**src/rtl/spi_slave_core_if.sv**
```systemverilog
// -----------------------------------------------------------------------------
// spi_slave_core_if
// Byte-level bus between the SPI slave engine and the register/command logic.
//
// Handshake rules:
//   rx_valid is a level meaning "rx_data holds an unconsumed byte". The consumer
//   pulses rx_ack for one clk cycle to accept it. A new byte completing while
//   rx_valid is high overwrites rx_data and pulses overrun for one cycle unless
//   rx_ack is high in that same cycle. rx_ack while rx_valid is low is ignored.
//   tx_load (single cycle or level) copies tx_data into the one-deep holding
//   register, which is reused for every transmitted byte until reloaded.
//
// Signals:
//   rx_data      core -> user  last completed received byte
//   rx_valid     core -> user  rx_data unconsumed
//   rx_ack       user -> core  accept rx_data
//   tx_data      user -> core  next byte to transmit
//   tx_load      user -> core  write tx_data into the holding register
//   frame_active core -> user  synchronised chip select asserted
//   overrun      core -> user  one-cycle pulse, unacked byte overwritten
// Modports: slave = SPI core side, master = register/command logic side.
// -----------------------------------------------------------------------------
interface spi_slave_core_if;
  logic [7:0] rx_data;
  logic       rx_valid;
  logic       rx_ack;
  logic [7:0] tx_data;
  logic       tx_load;
  logic       frame_active;
  logic       overrun;

  modport slave (
    output rx_data, rx_valid, frame_active, overrun,
    input  rx_ack, tx_data, tx_load
  );

  modport master (
    input  rx_data, rx_valid, frame_active, overrun,
    output rx_ack, tx_data, tx_load
  );
endinterface

```
**src/rtl/spi_slave_core.sv**
```systemverilog
// -----------------------------------------------------------------------------
// spi_slave_core
// SPI mode-0 (CPOL=0, CPHA=0) slave engine clocked entirely by the system clock.
// The raw SCLK/CS_N/MOSI pins are oversampled through SYNC_STAGES-deep
// synchronisers; edges are found by comparing the last synchroniser stage with
// one extra flop. MOSI is deserialised into bytes, a transmit byte is
// serialised onto MISO.
//
// Build option: define SPI_SLAVE_LSB_FIRST_EN for LSB-first shifting on both
// MOSI and MISO. Default (undefined) is MSB-first.
//
// Ports:
//   clk, rst_n      system clock, asynchronous active-low reset
//   sclk_in         raw SPI clock pin
//   cs_n_in         raw chip select pin, active-low
//   mosi_in         raw MOSI pin
//   miso_out        MISO data (0 outside a frame)
//   miso_oe         MISO output enable, high while the frame is selected
//   state_dbg       FSM state (0 = IDLE, 1 = SHIFT)
//   bit_cnt_dbg     bits received in the current byte
//   bus             byte-level rx/tx handshake (spi_slave_core_if.slave)
// -----------------------------------------------------------------------------
module spi_slave_core #(
  parameter int SYNC_STAGES = 2
) (
  input  logic                   clk,
  input  logic                   rst_n,
  input  logic                   sclk_in,
  input  logic                   cs_n_in,
  input  logic                   mosi_in,
  output logic                   miso_out,
  output logic                   miso_oe,
  output logic                   state_dbg,
  output logic [2:0]             bit_cnt_dbg,
  spi_slave_core_if.slave        bus
);

  localparam int LAST = SYNC_STAGES - 1;

  localparam logic [0:0] ST_IDLE  = 1'b0;
  localparam logic [0:0] ST_SHIFT = 1'b1;

  // Synchronisers and edge-detect flops
  logic [SYNC_STAGES-1:0] sclk_sync_q, sclk_sync_d;
  logic [SYNC_STAGES-1:0] cs_sync_q,   cs_sync_d;
  logic [SYNC_STAGES-1:0] mosi_sync_q, mosi_sync_d;
  logic                   sclk_prev_q, sclk_prev_d;
  logic                   cs_prev_q,   cs_prev_d;

  // Engine state
  logic [0:0] state_q,    state_d;
  logic [2:0] bit_cnt_q,  bit_cnt_d;
  logic [7:0] rx_shift_q, rx_shift_d;
  logic [7:0] tx_shift_q, tx_shift_d;
  logic [7:0] tx_hold_q,  tx_hold_d;
  logic       miso_bit_q, miso_bit_d;
  logic [7:0] rx_data_q,  rx_data_d;
  logic       rx_valid_q, rx_valid_d;
  logic       overrun_q,  overrun_d;

  // Combinational helpers
  logic       sclk_rise, sclk_fall, cs_fall, cs_rise, mosi_s;
  logic       byte_done;
  logic [7:0] rx_shift_in;
  logic [7:0] tx_shifted;
  logic       tx_out_bit;

  always_comb begin
    sclk_sync_d = sclk_sync_q;
    cs_sync_d   = cs_sync_q;
    mosi_sync_d = mosi_sync_q;
    sclk_prev_d = sclk_prev_q;
    cs_prev_d   = cs_prev_q;
    state_d     = state_q;
    bit_cnt_d   = bit_cnt_q;
    rx_shift_d  = rx_shift_q;
    tx_shift_d  = tx_shift_q;
    tx_hold_d   = tx_hold_q;
    miso_bit_d  = 1'b0;
    rx_data_d   = rx_data_q;
    rx_valid_d  = rx_valid_q;
    overrun_d   = 1'b0;
    byte_done   = 1'b0;

    // Shift each synchroniser towards its last stage (index LAST)
    if (SYNC_STAGES > 1) begin
      sclk_sync_d = {sclk_sync_q[SYNC_STAGES-2:0], sclk_in};
      cs_sync_d   = {cs_sync_q[SYNC_STAGES-2:0],   cs_n_in};
      mosi_sync_d = {mosi_sync_q[SYNC_STAGES-2:0], mosi_in};
    end else begin
      sclk_sync_d[0] = sclk_in;
      cs_sync_d[0]   = cs_n_in;
      mosi_sync_d[0] = mosi_in;
    end
    sclk_prev_d = sclk_sync_q[LAST];
    cs_prev_d   = cs_sync_q[LAST];

    sclk_rise = sclk_sync_q[LAST]  & ~sclk_prev_q;
    sclk_fall = ~sclk_sync_q[LAST] &  sclk_prev_q;
    cs_fall   = ~cs_sync_q[LAST]   &  cs_prev_q;
    cs_rise   = cs_sync_q[LAST]    & ~cs_prev_q;
    mosi_s    = mosi_sync_q[LAST];

`ifdef SPI_SLAVE_LSB_FIRST_EN
    rx_shift_in = {mosi_s, rx_shift_q[7:1]};
    tx_shifted  = {1'b0, tx_shift_q[7:1]};
    tx_out_bit  = tx_shift_q[0];
`else
    rx_shift_in = {rx_shift_q[6:0], mosi_s};
    tx_shifted  = {tx_shift_q[6:0], 1'b0};
    tx_out_bit  = tx_shift_q[7];
`endif

    if (bus.tx_load) begin
      tx_hold_d = bus.tx_data;
    end

    case (state_q)
      ST_IDLE: begin
        // SCLK edges are ignored here; only a select starts a frame.
        if (cs_fall) begin
          state_d    = ST_SHIFT;
          tx_shift_d = tx_hold_q;
          bit_cnt_d  = 3'd0;
        end
      end
      ST_SHIFT: begin
        if (cs_rise) begin
          // Deselect drops any partial byte; rx_data/rx_valid untouched.
          state_d   = ST_IDLE;
          bit_cnt_d = 3'd0;
        end else if (sclk_rise) begin
          rx_shift_d = rx_shift_in;
          bit_cnt_d  = bit_cnt_q + 3'd1;
          byte_done  = (bit_cnt_q == 3'd7);
        end else if (sclk_fall) begin
          // bit_cnt==0 on a falling edge means a byte just finished:
          // fetch the next byte instead of shifting out a stale bit.
          if (bit_cnt_q == 3'd0) begin
            tx_shift_d = tx_hold_q;
          end else begin
            tx_shift_d = tx_shifted;
          end
        end
      end
      default: begin
        state_d   = ST_IDLE;
        bit_cnt_d = 3'd0;
      end
    endcase

    // MISO is re-registered so it is glitch-free; the extra cycle is part
    // of the documented SCLK-fall-to-MISO latency.
    miso_bit_d = (state_q == ST_SHIFT) ? tx_out_bit : 1'b0;

    if (byte_done) begin
      rx_data_d  = rx_shift_in;
      rx_valid_d = 1'b1;
      overrun_d  = rx_valid_q & ~bus.rx_ack;
    end else if (bus.rx_ack) begin
      rx_valid_d = 1'b0;
    end
  end

  always_ff @(posedge clk or negedge rst_n) begin
    if (!rst_n) begin
      sclk_sync_q <= '0;
      cs_sync_q   <= '1;
      mosi_sync_q <= '0;
      sclk_prev_q <= 1'b0;
      cs_prev_q   <= 1'b1;
      state_q     <= ST_IDLE;
      bit_cnt_q   <= 3'd0;
      rx_shift_q  <= 8'h00;
      tx_shift_q  <= 8'h00;
      tx_hold_q   <= 8'h00;
      miso_bit_q  <= 1'b0;
      rx_data_q   <= 8'h00;
      rx_valid_q  <= 1'b0;
      overrun_q   <= 1'b0;
    end else begin
      sclk_sync_q <= sclk_sync_d;
      cs_sync_q   <= cs_sync_d;
      mosi_sync_q <= mosi_sync_d;
      sclk_prev_q <= sclk_prev_d;
      cs_prev_q   <= cs_prev_d;
      state_q     <= state_d;
      bit_cnt_q   <= bit_cnt_d;
      rx_shift_q  <= rx_shift_d;
      tx_shift_q  <= tx_shift_d;
      tx_hold_q   <= tx_hold_d;
      miso_bit_q  <= miso_bit_d;
      rx_data_q   <= rx_data_d;
      rx_valid_q  <= rx_valid_d;
      overrun_q   <= overrun_d;
    end
  end

  // Gating with the state drops MISO in the same cycle the frame ends.
  assign miso_out         = miso_bit_q & (state_q == ST_SHIFT);
  assign miso_oe          = (state_q == ST_SHIFT);
  assign state_dbg        = state_q[0];
  assign bit_cnt_dbg      = bit_cnt_q;
  assign bus.rx_data      = rx_data_q;
  assign bus.rx_valid     = rx_valid_q;
  assign bus.frame_active = (state_q == ST_SHIFT);
  assign bus.overrun      = overrun_q;

endmodule

```
**src/flat_wrapper.sv**
```systemverilog
// flat-port wrapper written by rule: the top's interface ports become plain ports
module spi_slave_core_flat 
#(
  parameter int SYNC_STAGES = 2
)
  (clk, rst_n, sclk_in, cs_n_in, mosi_in, miso_out, miso_oe, state_dbg, bit_cnt_dbg, bus_rx_data, bus_rx_valid, bus_frame_active, bus_overrun, bus_rx_ack, bus_tx_data, bus_tx_load);
  spi_slave_core_if bus_i ();
  input  logic clk;
  input  logic rst_n;
  input  logic sclk_in;
  input  logic cs_n_in;
  input  logic mosi_in;
  output logic miso_out;
  output logic miso_oe;
  output logic state_dbg;
  output logic [2:0] bit_cnt_dbg;
  output wire logic [$bits(bus_i.rx_data)-1:0] bus_rx_data;
  output wire logic [$bits(bus_i.rx_valid)-1:0] bus_rx_valid;
  output wire logic [$bits(bus_i.frame_active)-1:0] bus_frame_active;
  output wire logic [$bits(bus_i.overrun)-1:0] bus_overrun;
  input wire logic [$bits(bus_i.rx_ack)-1:0] bus_rx_ack;
  input wire logic [$bits(bus_i.tx_data)-1:0] bus_tx_data;
  input wire logic [$bits(bus_i.tx_load)-1:0] bus_tx_load;
  assign bus_rx_data = bus_i.rx_data;
  assign bus_rx_valid = bus_i.rx_valid;
  assign bus_frame_active = bus_i.frame_active;
  assign bus_overrun = bus_i.overrun;
  assign bus_i.rx_ack = bus_rx_ack;
  assign bus_i.tx_data = bus_tx_data;
  assign bus_i.tx_load = bus_tx_load;
  spi_slave_core #(.SYNC_STAGES(SYNC_STAGES)) u_core (.clk(clk), .rst_n(rst_n), .sclk_in(sclk_in), .cs_n_in(cs_n_in), .mosi_in(mosi_in), .miso_out(miso_out), .miso_oe(miso_oe), .state_dbg(state_dbg), .bit_cnt_dbg(bit_cnt_dbg), .bus(bus_i));
endmodule
```
**config.mk**
```make
export PLATFORM = sky130hd
export DESIGN_NAME = spi_slave_core_flat
export DESIGN_NICKNAME = d
export VERILOG_FILES = /design/src/rtl/spi_slave_core_if.sv /design/src/rtl/spi_slave_core.sv /design/src/flat_wrapper.sv
export SDC_FILE = /design/constraint.sdc
export NUM_CORES = 1
export LEC_CHECK = 0
export CELL_PAD_IN_SITES_DETAIL_PLACEMENT = 0
export CELL_PAD_IN_SITES_GLOBAL_PLACEMENT = 2
export CORE_MARGIN = 4
export CORE_UTILIZATION = 35
export CTS_BUF_LIST = sky130_fd_sc_hd__clkbuf_4 sky130_fd_sc_hd__clkbuf_8 sky130_fd_sc_hd__clkbuf_16
export DETAILED_ROUTE_END_ITERATION = 6
export PLACE_DENSITY = 0.89
export SYNTH_ARGS = -nofsm -noshare
export SYNTH_HDL_FRONTEND = slang
export SYNTH_SLANG_ARGS = --single-unit
```
**constraint.sdc**
```tcl
create_clock -name clk -period 1.62 [get_ports clk]
set_clock_uncertainty 0.1 [all_clocks]
set_input_delay 0.324 -clock clk [delete_from_list [all_inputs] [get_ports clk]]
set_output_delay 0.324 -clock clk [all_outputs]
set_load 0.005 [all_outputs]
```
==> results.sh, run 1 <==
export IMPL_drtIter0Drc=37
export IMPL_cts_buffers=5
export IMPL_fin_ws_ns=0.05310
export IMPL_path_delay_family="buffers and inverters"
export IMPL_grt_pass1_wl_um=6265
export IMPL_cap_violations=0
export IMPL_h_tree_depth=2
export IMPL_register_area_um2=1156
export IMPL_seqPwrFrac_pct=54.2
export IMPL_n_antenna_cell=0
export IMPL_port_buffers=31
export IMPL_r2r_setup_slack_ns=0.08
export IMPL_drc_errors=0
export IMPL_p_int_mw=1.975
export IMPL_yosysWarnings=0
export IMPL_antenna_left=0
export IMPL_postSynthAreaPerCell_um2=13.40
export IMPL_preCtsSetupSlack_ns=-0.1316
export IMPL_antenna_found_initial=0
export IMPL_fill_cells=477
export IMPL_slew_violations=0
export IMPL_yosys_area_share_xor_xnor_pct=0
export IMPL_crit_start="u_core.bus.rx_data[4]"
export IMPL_worst_setup_path_start_kind="register"
export IMPL_synthCells=143
export IMPL_place_gp_congestion=0.7572
export IMPL_grt_pass1_vias=1340
export IMPL_p_comb_share_pct=19.3
export IMPL_synthTopCellsByArea="dfrtp_1 56%, mux2_2 14%, dfstp_2 4.1%"
export IMPL_die_area_um2=6725
export IMPL_synthAdderAreaFrac_pct=1.958
export IMPL_path_max_fanout=2
export IMPL_synth_seq_cells=46
export IMPL_overflow=0
export IMPL_clockPowerShare_pct=26.5
export IMPL_rows=26
export IMPL_r2r_end="u_core.bus.rx_data[7]"
export IMPL_slowest_delay_ns=0.50
export IMPL_hpwlAfterDp_um=2595
export IMPL_clkSinkCount=46
export IMPL_dpl_cell_area_um2=2308
export IMPL_power_leakage_nw=1.170
export IMPL_p_sw_share_pct=26.67
export IMPL_initial_core_util_pct=36.83
export IMPL_min_from="u_core.sclk_sync_q[0]"
export IMPL_root_buffer="clkbuf_8"
export IMPL_synth_compound_area_share_pct=9.726
export IMPL_cts_tree="done"
export IMPL_clock_latency_ns=0.30
export IMPL_dr_pass1_iters=4
export IMPL_hp_class="reg -> reg"
export IMPL_clock_fmax_mhz=638.2
export IMPL_ys_seq_area_share_pct=60.25
export IMPL_die_h_um=82.01
export IMPL_arrival_ns=1.14
export IMPL_endpoint_kind="primary output"
export IMPL_muxShareOfSynthArea_pct=14.03
export IMPL_worst_pin_slew_ns=0.4187
export IMPL_crit_type="reg -> out"
export IMPL_synthesis_nets=161
export IMPL_synth_cell_types=28
export IMPL_grtUsageTotal_pct=12.23
export IMPL_hold_violations=0
export IMPL_cp_slowest_cell="clkdlybuf4s50_1"
export IMPL_setup_viol=0
export IMPL_multi_input_area_um2=681.9
export IMPL_area_growth_pct=29.83
export IMPL_cp_cell_sequence="clkdlybuf4s50_1"
export IMPL_core_area_um2=5205
export IMPL_drive_gt1_share_pct=31.35
export IMPL_final_nets=202
export IMPL_min_to="u_core.sclk_sync_q[1]"
export IMPL_routed_wl_um=3592
export IMPL_yosys_area_share_simple_pct=9.008
export IMPL_synth_top_family_by_area="multiplexers"
export IMPL_dieWidth_um=82.01
export IMPL_p_sw_mw=0.7184
export IMPL_synth_largest_area_cell="dfrtp_1"
export IMPL_synth_top_area_share_pct=56.14
export IMPL_holdPathStages=0
export IMPL_via_count=1283
export IMPL_ctsLongestPathBuffers=2
export IMPL_cp_buffers_inverters=1
export IMPL_finalCriticalPeriod_ns=1.567
export IMPL_power_density_nw_per_um2=1082
export IMPL_grt_max_degree=30
export IMPL_path_clk_slew_ns=0.08
export IMPL_rr_worst_depth=4
export IMPL_rsz0062_at_grt="no"
export IMPL_cp_required_ns=1.20
export IMPL_status="completed"
export IMPL_power_mw=2.693
export IMPL_via_per_inst=5.031
export IMPL_drt_wirelength_per_cell_um=14.09
export IMPL_r2r_start="u_core.bit_cnt_dbg[0]"
export IMPL_vdd_ir_drop_max_mv=0.8557
export IMPL_fin_crit_sh_pct=96.72
export IMPL_maxSlewHeadroom_pct=72.09
export IMPL_io_pins=32
export IMPL_synthesis_area_um2=1917
export IMPL_final_area_um2=2489
-- power groups by stage --
stage	clock (mW)	combinational [mW]	sequential, mW
after global routing	0.788	0.584	1.50
after floorplan	0	0.332	1.44
after detailed placement	0	0.492	1.48
final	0.713	0.520	1.46
after CTS	0.748	0.494	1.46
after global placement	0	0.467	1.47
-- synth_stat cells --
cell type and number:
ha_1 3, buf_6 1, mux2i_1 1, buf_4 4, nor2_1 1, dfstp_2 3
nor2b_1 2, nand2b_1 3, a311oi_1 7, nand4_1 3, nand3_2 1, buf_2 5
and2_1 2, nand3b_1 6, nand4_4 1, a21oi_1 1, mux2_2 23, a31o_1 1
o21ai_0 9, dfrtp_1 43, or3_1 1, clkbuf_1 2, o31ai_1 3, a31oi_1 7
inv_1 6, nor3b_1 1, nand2_1 2, and2b_2 1
-- layout by cell type, fill, tap and decap left out, types with 6 or more instances in the layout --
cell | synthesis | layout
a31oi_1 | 7 | 7
nand3b_1 | 6 | 6
clkbuf_8 | 0 | 6
dlygate4sd2_1 | 0 | 6
clkdlybuf4s50_1 | 0 | 19
buf_4 | 4 | 12
dfrtp_1 | 43 | 42
a311oi_1 | 7 | 6
mux2_2 | 23 | 23
o21ai_0 | 9 | 9
-- logic make-up after synthesis --
family                     after synthesis
muxes                                   24
and+or+nand+nor                         24
adders and majority gates                3
DFF                                     46
buffers and inverters                   18
AOI/OAI and AO/OA                       28
-- final cells by class --
class	instances	share of cell area, %
Clock buffer	6	3.318
Multi-Input combinational cell	79	27.40
Timing Repair Buffer	46	17.75
Sequential cell	46	46.46
Inverter	6	1.056
Clock inverter	2	0.5028
Tap cell	70	3.519
-- per-layer routing --
metal	track usage (%)	wire (µm)	up-vias	share of wire, %
met5	0	0	-	0
met4	4.319	56	0	1.6
met3	3.509	134	5	3.7
met2	20.60	1866	30	52
met1	14.89	1536	649	43
li1	-	-	599	-
-- state kept, by name, indices dropped and copies added, names as in the netlist, 2 cells and up --
register,count
u_core.bus.rx_data,8
u_core.tx_hold_q,8
u_core.tx_shift_q,8
u_core.rx_shift_q,7
u_core.bit_cnt_dbg,3
u_core.cs_sync_q,2
u_core.mosi_sync_q,2
u_core.sclk_sync_q,2
-- worst register-to-register path, delay by kind of cell, from the launching register on --
family | cells | cell delay [ns]
fa+ha+maj | 2 | 0.42
flops | 1 | 0.40
mux | 1 | 0.36
simple gates | 1 | 0.15
-- stage by stage --
step,TNS [ns],hold WS (ns),std cells,utilization (%)
finish,0,0.2523,255,47.81
CTS,0,0.2547,252,46.78
floorplan,0,-0.07159,143,-
detailed placement,-1.021,0.1806,240,44.35
global placement,-0.04192,0.1766,240,44.35
global route,0,0.2582,255,47.81
-- worst max path at each step --
stage	cells past startpoint	slack (ns)	endpoint
finish	1	0.05	bus_rx_data[4]
global route	1	0.002	bus_rx_valid
CTS	1	0.003	bus_rx_data[2]
detailed placement	5	-0.13	u_core.tx_shift_q[7]
global placement	5	-0.01	u_core.tx_shift_q[2]
floorplan	4	0.13	u_core.bus.rx_data[0]
-- repair_timing --
action / CTS / global route
hold buffers: 1 / 0
gates resized for setup: 10 / 9
endpoints found under the setup margin: 30 / 17
setup buffers: 3 / 3
pin swaps: 0 / 1
endpoints found under the hold margin: 14 / 0
(Power assumes the default switching activity.)
==> run 2: changes to the inputs <==
- GPL_TIMING_DRIVEN: not set -> 0
==> results.sh, run 2 (synthesized netlist as in run 1, its figures left out) <==
export IMPL_endpoint_kind="primary output"
export IMPL_grt_pass1_vias=1423
export IMPL_rr_worst_depth=4
export IMPL_die_area_um2=6725
export IMPL_min_to="u_core.sclk_sync_q[1]"
export IMPL_root_buffer="clkbuf_8"
export IMPL_drc_errors=0
export IMPL_place_gp_congestion=0.7618
export IMPL_fin_setup_tns_ns=0
export IMPL_port_buffers=30
export IMPL_register_area_um2=1155
export IMPL_holdPathStages=0
export IMPL_antenna_left=0
export IMPL_io_pins=32
export IMPL_drtIter0Drc=79
export IMPL_dieWidth_um=82.01
export IMPL_antenna_found_initial=0
export IMPL_r2r_end="u_core.rx_shift_q[1]"
export IMPL_p_sw_share_pct=27.10
export IMPL_overflow=0
export IMPL_maxSlewHeadroom_pct=66.55
export IMPL_crit_type="reg -> out"
export IMPL_slew_violations=0
export IMPL_area_growth_pct=34.33
export IMPL_n_antenna_cell=0
export IMPL_p_comb_share_pct=21.8
export IMPL_rsz0062_at_grt="yes"
export IMPL_finalCriticalPeriod_ns=1.595
export IMPL_min_from="u_core.sclk_sync_q[0]"
export IMPL_hp_class="reg -> reg"
export IMPL_die_h_um=82.01
export IMPL_fin_hold_ws_ns=0.2578
export IMPL_power_density_nw_per_um2=1059
export IMPL_drive_gt1_share_pct=35.26
export IMPL_cp_required_ns=1.20
export IMPL_most_common_layout_cells="43 x dfrtp_1, 23 x mux2_2, 18 x clkdlybuf4s50_1, 11 x buf_4, 8 x o21ai_0"
export IMPL_fin_crit_sh_pct=98.47
export IMPL_clockPowerShare_pct=24.6
export IMPL_power_mw=2.728
export IMPL_worst_setup_path_start_kind="register"
export IMPL_final_nets=208
export IMPL_grtUsageTotal_pct=13.18
export IMPL_p_sw_mw=0.7392
export IMPL_clkSinkCount=46
export IMPL_core_area_um2=5205
export IMPL_worst_pin_slew_ns=0.5018
export IMPL_via_count=1314
export IMPL_arrival_ns=1.17
export IMPL_seqPwrFrac_pct=53.7
export IMPL_cap_violations=0
export IMPL_h_tree_depth=2
export IMPL_fill_cells=481
export IMPL_grt_pass1_wl_um=6596
export IMPL_hold_violations=0
export IMPL_via_per_inst=5.054
export IMPL_multi_input_area_um2=720.7
export IMPL_rows=26
export IMPL_clock_latency_ns=0.29
export IMPL_final_area_um2=2575
export IMPL_cts_tree="done"
export IMPL_cts_buffers=5
export IMPL_drt_wirelength_per_cell_um=15.48
export IMPL_stdcell_count=260
export IMPL_routed_wl_um=4024
export IMPL_mostFrequentLayoutCell="dfrtp_1"
export IMPL_vdd_ir_drop_max_mv=0.5388
export IMPL_grt_max_degree=27
export IMPL_hpwlAfterDp_um=2703
export IMPL_r2r_setup_slack_ns=0.04
export IMPL_path_max_fanout=3
export IMPL_ctsLongestPathBuffers=2
export IMPL_clock_fmax_mhz=626.9
export IMPL_setup_viol=0
export IMPL_dpl_cell_area_um2=2327
export IMPL_initial_core_util_pct=36.83
export IMPL_p_int_mw=1.988
export IMPL_path_clk_slew_ns=0.08
export IMPL_dr_pass1_iters=4
export IMPL_r2r_start="u_core.cs_prev_q"
export IMPL_status="completed"
export IMPL_power_leakage_nw=1.202
export IMPL_place_inst=244
[run 2: cell types whose count changed in the layout (fill, tap and decap cells not counted), moves of 2 or more]
cell,before,now
a311oi_1,6,3
a311oi_2,1,4
buf_6,1,5
clkbuf_4,0,2
clkdlybuf4s15_1,0,2
dlygate4sd2_1,6,3
[run 2: layout make-up]
type,count,area share [%]
well taps,70,3.401
repair buffers,40,15.79
inverters,6,1.020
clock inverters,1,0.2915
plain buffers,11,3.693
flip-flops and latches,46,44.85
clock buffers,6,2.964
multi-input cells,80,27.99
[run 2: power groups by stage]
stage,clock network (mW),registers (mW),logic (mW)
after floorplan,0,1.44,0.332
after global placement,0,1.46,0.477
final,0.670,1.46,0.594
after detailed placement,0,1.48,0.516
after CTS,0.686,1.46,0.563
after global routing,0.748,1.48,0.659
[run 2: through the flow]
stage                     worst slack [ns]  utilization, %
after detailed placement           -0.4558           44.71
after CTS                         -0.07427           47.86
final                              0.02474           49.47
after floorplan                     0.1292               -
after global routing              -0.03346           49.47
after global placement             -0.9923           44.28
[run 2: how the worst max path moves through the flow]
stage / start / slack, ns / end
after floorplan: u_core.bit_cnt_dbg[0] / 0.13 / u_core.bus.rx_data[0]
after global placement: rst_n / -0.99 / u_core.tx_shift_q[5]
after detailed placement: u_core.bus.frame_active / -0.46 / miso_out
after CTS: u_core.bus.frame_active / -0.07 / miso_out
after global routing: u_core.bus.frame_active / -0.03 / u_core.tx_shift_q[1]
final: u_core.bus.frame_active / 0.02 / miso_out
[run 2: critical path, cell delays in order (launching register included)]
cell and delay, ns:
dfrtp_1 0.40, buf_6 0.13, buf_8 0.11, and2_4 0.13
buf_6 0.10
[run 2: what timing repair did]
action / CTS / global route
gates cloned: 0 / 1
setup endpoints to repair: 15 / 31
pin swaps: 0 / 2
endpoints found under the hold margin: 17 / 0
gates resized for setup: 22 / 21
setup buffers: 5 / 3
hold buffers: 1 / 0
[run 2: per-layer routing]
metal,wire [µm],track usage (%),vias up,part of all wire (%)
li1,-,-,607,-
met1,1685,15.81,658,42
met2,2052,21.65,40,51
met3,181,3.509,9,4.5
met4,104,6.811,0,2.6
met5,0,0,-,0
==> RTL change 1, RTL diff (config.mk and constraints of run 2) <==
Take the reset off `rx_shift_q` and load it in a clocked block of its own.
--- a/src/rtl/spi_slave_core.sv
+++ b/src/rtl/spi_slave_core.sv
@@ -173,3 +173,2 @@
       bit_cnt_q   <= 3'd0;
-      rx_shift_q  <= 8'h00;
       tx_shift_q  <= 8'h00;
@@ -188,3 +187,2 @@
       bit_cnt_q   <= bit_cnt_d;
-      rx_shift_q  <= rx_shift_d;
       tx_shift_q  <= tx_shift_d;
@@ -196,2 +194,6 @@
     end
+  end
+
+  always_ff @(posedge clk) begin
+    rx_shift_q <= rx_shift_d;
   end
Behaviour: no difference found for any inputs over 10 cycles, from zero or initial values and one cycle with rst_n low; that may be too few to reach the edited logic, so the function may still have changed.
==> RTL change 1 against run 2 <==
  * Global-route usage fell by 1.1 points
  * Design area fell by 4.9%
  * Synthesized area fell by 3.3%
  * Worst setup slack improved by 11 ps
  * Combinational power fell by 23%
  * Via count fell by 5.9%
  * Routed wire length fell by 11%
  * Synthesized cell count fell by 6.3%
  * Cell count fell by 4.2%
  * Sequential cell count did not move
  * Total power fell by 7.7%
  * Critical path type unchanged
==> RTL change 1: results (changes against run 2) <==
* Run status: complete, no violations (unchanged)
* Kind of path behind the tightest hold check: in2async (was reg2reg)
* Detail-routed net length per standard cell at 14.4 µm (was 15.5 µm)
* Detailed-routing wirelength on met1 at 1.57 mm (was 1.69 mm)
* Arrival time at the worst endpoint at 1160 ps
* Synth top area cells: sky130_fd_sc_hd__dfrtp_1, sky130_fd_sc_hd__edfxtp_1, sky130_fd_sc_hd__mux2_2 (was sky130_fd_sc_hd__dfrtp_1, sky130_fd_sc_hd__mux2_2, sky130_fd_sc_hd__dfstp_2)
* Global placer's final weighted congestion at 0.724 (was 0.762)
* Total via count after detailed routing at 1237 (was 1314)
* Crit path max-delay family: buffers and inverters (was flip-flops)
* Source-to-sink clock delay at the later pin of the worst-skew pair at 300 ps
* Share of post-route cells with drive strength above 1 at 31.8% (was 35.3%)
* Port-buffer cells at 30 (unchanged)
* Pin count of the biggest net entering global routing at 40 (was 27)
* Max FO, Critical Path at 2 (was 3)
* Count of yosys warnings during synthesis at 0 (unchanged)
* Num CTS Buffers at 5 (unchanged)
* Fraction of synthesis flops using an asynchronous set or reset pin at 84.8% (was 100%)
* Most numerous cell types in the synthesized netlist: sky130_fd_sc_hd__dfrtp_1, sky130_fd_sc_hd__mux2_2, sky130_fd_sc_hd__o21ai_0 (unchanged)
* Register area share after synthesis at 64.2% (was 60.2%)
* # H-tree levels at 2 (unchanged)
* Antenna violations before repair at 0 (unchanged)
* Diode count at 0 (unchanged)
* Count of routing violations after the opening detailed-route iteration at 100 (was 79)
* CP max stage cell: sky130_fd_sc_hd__clkdlybuf4s50_1 (was sky130_fd_sc_hd__dfrtp_1)
* Detailed placement HPWL at 2.48 mm (was 2.70 mm)
* Net Count, Synth at 152 (was 161)
* Slowest cell delay on critical path at 500 ps (was 400 ps)
* Clock slew at reported path FFs at 90 ps
* Overall track demand over capacity in global routing at 12.1% (was 13.2%)
* Count of unique library cells instantiated by Yosys at 29 (was 28)
* Total length of routed met2 wires at 1.79 mm (was 2.05 mm)
* Slew at the pin closest to its max-slew limit at 856 ps (was 502 ps)
* Wire length of the first global-routing pass at 5.91 mm (was 6.60 mm)
* Number of enable flip-flop cells after synthesis at 7 (was 0)
* Static leakage at 1.16 nW (was 1.20 nW)
* Final nets at 196 (was 208)
* Sum of met3 wire segment lengths after detailed routing at 188 µm (was 181 µm)
* VDD IR max at 649 µV (was 539 µV)
[RTL change 1: cell count changes after synthesis, sizes merged]
cell           run 2  this run
buf               10         8
nor2               1         2
edfxtp             0         7
dfrtp             43        36
nand3              1         0
mux2              23        16
[RTL change 1: layout make-up]
class	instances	area, µm²
plain buffers	9	80.1
clock buffers	5	68.8
multi-input cells	72	612
clock inverters	3	21.3
fillers	469	2660
inverters	6	22.5
flip-flops and latches	46	1190
well taps	70	87.6
repair buffers	38	365
[RTL change 1: what timing repair did]
item	in CTS	in global routing
endpoints found under the setup margin	21	25
pin swaps	1	2
gates resized for setup	24	17
setup buffers	5	3
hold buffers	0	0
[RTL change 1: kinds of logic (layout without fill, tap and decap cells)]
family / Yosys count / in the layout / share of synthesized area [%]
mux: 17 / 17 / 10.3
fa+ha+maj: 3 / 3 / 2.03
buf+inv: 16 / 61 / 4.52
flops: 46 / 46 / 64.2
simple gates: 24 / 24 / 8.91
compound gates: 28 / 28 / 10.1
[RTL change 1: final timing paths]
kind	from	endpoint	slack [ps]	depth (start not counted)
min reg2reg	u_core.cs_sync_q[0]$_DFF_PN1_	u_core.cs_sync_q[1]$_DFF_PN1_	260	0
max reg2reg	u_core.bit_cnt_dbg[0]$_DFFE_PN0P_	u_core.bus.rx_data[2]$_DFFE_PN0P_	40	4
max in group asynchronous	rst_n	u_core.bus.frame_active$_DFF_PN0_	810	1
max	u_core.bus.rx_data[2]$_DFFE_PN0P_	bus_rx_data[2]	40	1
min	rst_n	u_core.bus.rx_data[0]$_DFFE_PN0P_	30	1
min in group clk	u_core.cs_sync_q[0]$_DFF_PN1_	u_core.cs_sync_q[1]$_DFF_PN1_	260	0
[RTL change 1: through the flow]
step / setup slack [ps] / instances / TNS, ps / hold WS, ps / area, µm²
after floorplan: 24.1 / 134 / 0 / -71.6 / 1860
after global placement: -686 / 234 / -27800 / 235 / 2250
after detailed placement: -444 / 234 / -2860 / 242 / 2250
after CTS: -41.5 / 247 / -41.5 / 71.9 / 2410
after global routing: -16.5 / 249 / -31.8 / 106 / 2450
final: 36.2 / 249 / 0 / 26.9 / 2450
[RTL change 1: report_power, final]
group | switching (mW) | internal [mW]
clock | 0.391 | 0.303
combinational | 0.216 | 0.241
sequential | 0.0687 | 1.30
[RTL change 1: metal layers]
metal / vias up / track usage (%)
met5: - / 0
met1: 617 / 15.6
met2: 39 / 18.6
met4: 0 / 5.07
li1: 577 / -
met3: 4 / 3.99
==> RTL change 2, RTL diff (settings of run 2) <==
Made on the original files. `SYNC_STAGES` is set to 2 in 2 places; all go to 4.
--- a/src/rtl/spi_slave_core.sv
+++ b/src/rtl/spi_slave_core.sv
@@ -23,3 +23,3 @@
 module spi_slave_core #(
-  parameter int SYNC_STAGES = 2
+  parameter int SYNC_STAGES = 4
 ) (
--- a/src/flat_wrapper.sv
+++ b/src/flat_wrapper.sv
@@ -3,3 +3,3 @@
 #(
-  parameter int SYNC_STAGES = 2
+  parameter int SYNC_STAGES = 4
 )
Formal check against the unedited RTL: not equivalent (a bounded check fails within 4 cycles, from zero or initial values and one cycle with rst_n low).
==> RTL change 2 against run 2 <==
  * Synthesized area is 8.0% higher
  * Critical path depth unchanged
  * Global-route usage is 1.7 points lower
  * Count of clock-buffer cells in the layout shrank 1
  * Worst setup slack worse by 25 ps
  * Design area increased by 6.6%
  * Routed wire length fell by 2.7%
  * Sequential cell count grew 6
  * Total power rose by 9.1%
==> RTL change 2: results (changes against run 2) <==
* Detailed-routing wirelength on met1 at 1.84 mm (was 1.69 mm)
* Net Count, Synth at 167 (was 161)
* Vias in the first global route at 1405 (was 1423)
* Most numerous cell types in the synthesized netlist: sky130_fd_sc_hd__dfrtp_1, sky130_fd_sc_hd__mux2_2, sky130_fd_sc_hd__o21ai_0 (unchanged)
* Static leakage at 1.31 nW (was 1.20 nW)
* Source-to-sink clock delay at the later pin of the worst-skew pair at 310 ps (was 290 ps)
* Antenna violations before repair at 0 (unchanged)
* Number of resized instances in the post-cts repair step at 22 (unchanged)
* Wire length of the first global-routing pass at 6.76 mm (was 6.60 mm)
* Synth top area cells: sky130_fd_sc_hd__dfrtp_1, sky130_fd_sc_hd__mux2_2, sky130_fd_sc_hd__dfstp_2 (unchanged)
* Sum of met3 wire segment lengths after detailed routing at 164 µm (was 181 µm)
* Sum of routed wire length over all layers at 3.92 mm (was 4.02 mm)
* Overall track demand over capacity in global routing at 11.5% (was 13.2%)
* Global placer's final weighted congestion at 0.745 (was 0.762)
* Arrival time at the worst endpoint at 1200 ps (was 1170 ps)
* Post-CTS setup-driven buffer insertion count at 5 (unchanged)
* Total length of routed met2 wires at 1.88 mm (was 2.05 mm)
* Post-synthesis cell count at 149 (was 143)
* Share of post-route cells with drive strength above 1 at 35.2% (was 35.3%)
* Slew at the pin closest to its max-slew limit at 618 ps (was 502 ps)
* Pin count of the biggest net entering global routing at 28 (was 27)
* Register area share after synthesis at 63.2% (was 60.2%)
* Slowest cell delay on critical path at 420 ps (was 400 ps)
* Max FO, Critical Path at 3 (unchanged)
* Final nets at 213 (was 208)
* # fillers at 523 (was 481)
* VDD IR max at 473 µV (was 539 µV)
* Run status: complete, no violations (unchanged)
* Via density at 4.93 (was 5.05)
* Clock slew at reported path FFs at 100 ps (was 80 ps)
[RTL change 2: cell types whose count changed in the layout (fill, tap and decap cells not counted), moves of 2 or more]
cell and change:
sky130_fd_sc_hd__dfrtp_1 +4, sky130_fd_sc_hd__buf_6 +3, sky130_fd_sc_hd__dfstp_2 +2, sky130_fd_sc_hd__buf_12 +2
sky130_fd_sc_hd__clkdlybuf4s50_1 -4, sky130_fd_sc_hd__buf_4 -4, sky130_fd_sc_hd__dlygate4sd2_1 +3
[RTL change 2: area by class of cell]
type / instances / area (µm²) / share of cell area (%)
inverter: 6 / 26.3 / 0.958
timing repair buffer: 40 / 414 / 15.1
tap: 72 / 90.1 / 3.28
multi-input combinational: 79 / 714 / 26.0
clock inverter: 3 / 27.5 / 1.00
sequential: 52 / 1310 / 47.7
clock buffer: 5 / 68.8 / 2.51
buffer: 11 / 95.1 / 3.47
[RTL change 2: worst paths after layout]
path | start | to | slack [ps] | cells past startpoint
max in group asynchronous | rst_n | u_core.tx_hold_q[0]$_DFFE_PN0P_ | 410 | 3
hold reg to reg | u_core.sclk_sync_q[0]$_DFF_PN0_ | u_core.sclk_sync_q[1]$_DFF_PN0_ | 260 | 0
setup / recovery | u_core.bus.frame_active$_DFF_PN0_ | miso_out | 0.2 | 4
hold / removal | u_core.sclk_sync_q[0]$_DFF_PN0_ | u_core.sclk_sync_q[1]$_DFF_PN0_ | 260 | 0
setup reg to reg | u_core.cs_prev_q$_DFF_PN1_ | u_core.bus.rx_data[3]$_DFFE_PN0P_ | 50 | 4
min in group asynchronous | rst_n | u_core.bit_cnt_dbg[0]$_DFFE_PN0P_ | 460 | 2
[RTL change 2: cell families after synthesis]
logic type / synth area share, %
buf+inv: 4.66
flops: 63.2
simple gates: 8.34
mux: 13.0
fa+ha+maj: 1.81
compound gates: 9.01
[RTL change 2: power breakdown]
part	internal [mW]	switching (mW)	leakage, nW
clock	0.318	0.457	0.0463
combinational	0.335	0.248	0.630
sequential	1.50	0.121	0.633
total	2.15	0.826	1.31
[RTL change 2: worst max-delay path: cells and delay by family, from the launching register on]
family,cells,cell delay (ps)
and+or+nand+nor,1,130
buffers and inverters,3,340
DFF,1,420
[RTL change 2: per-layer routing]
layer	vias to the layer above	GRT usage [%]
li1	624	-
met1	661	16.0
met2	31	17.9
met3	5	2.91
met4	0	3.45
met5	-	0
[RTL change 2: metrics by stage]
step                hold WS [ps]  setup WS, ps  utilization (%)  instance area, µm²
floorplan                  -71.6           129                -                2070
global route                 265         -44.2             48.9                2740
finish                       257         0.222             48.9                2740
global placement             233         -1400             43.9                2460
CTS                          260         -97.5             47.0                2640
detailed placement           236          -444             44.1                2470
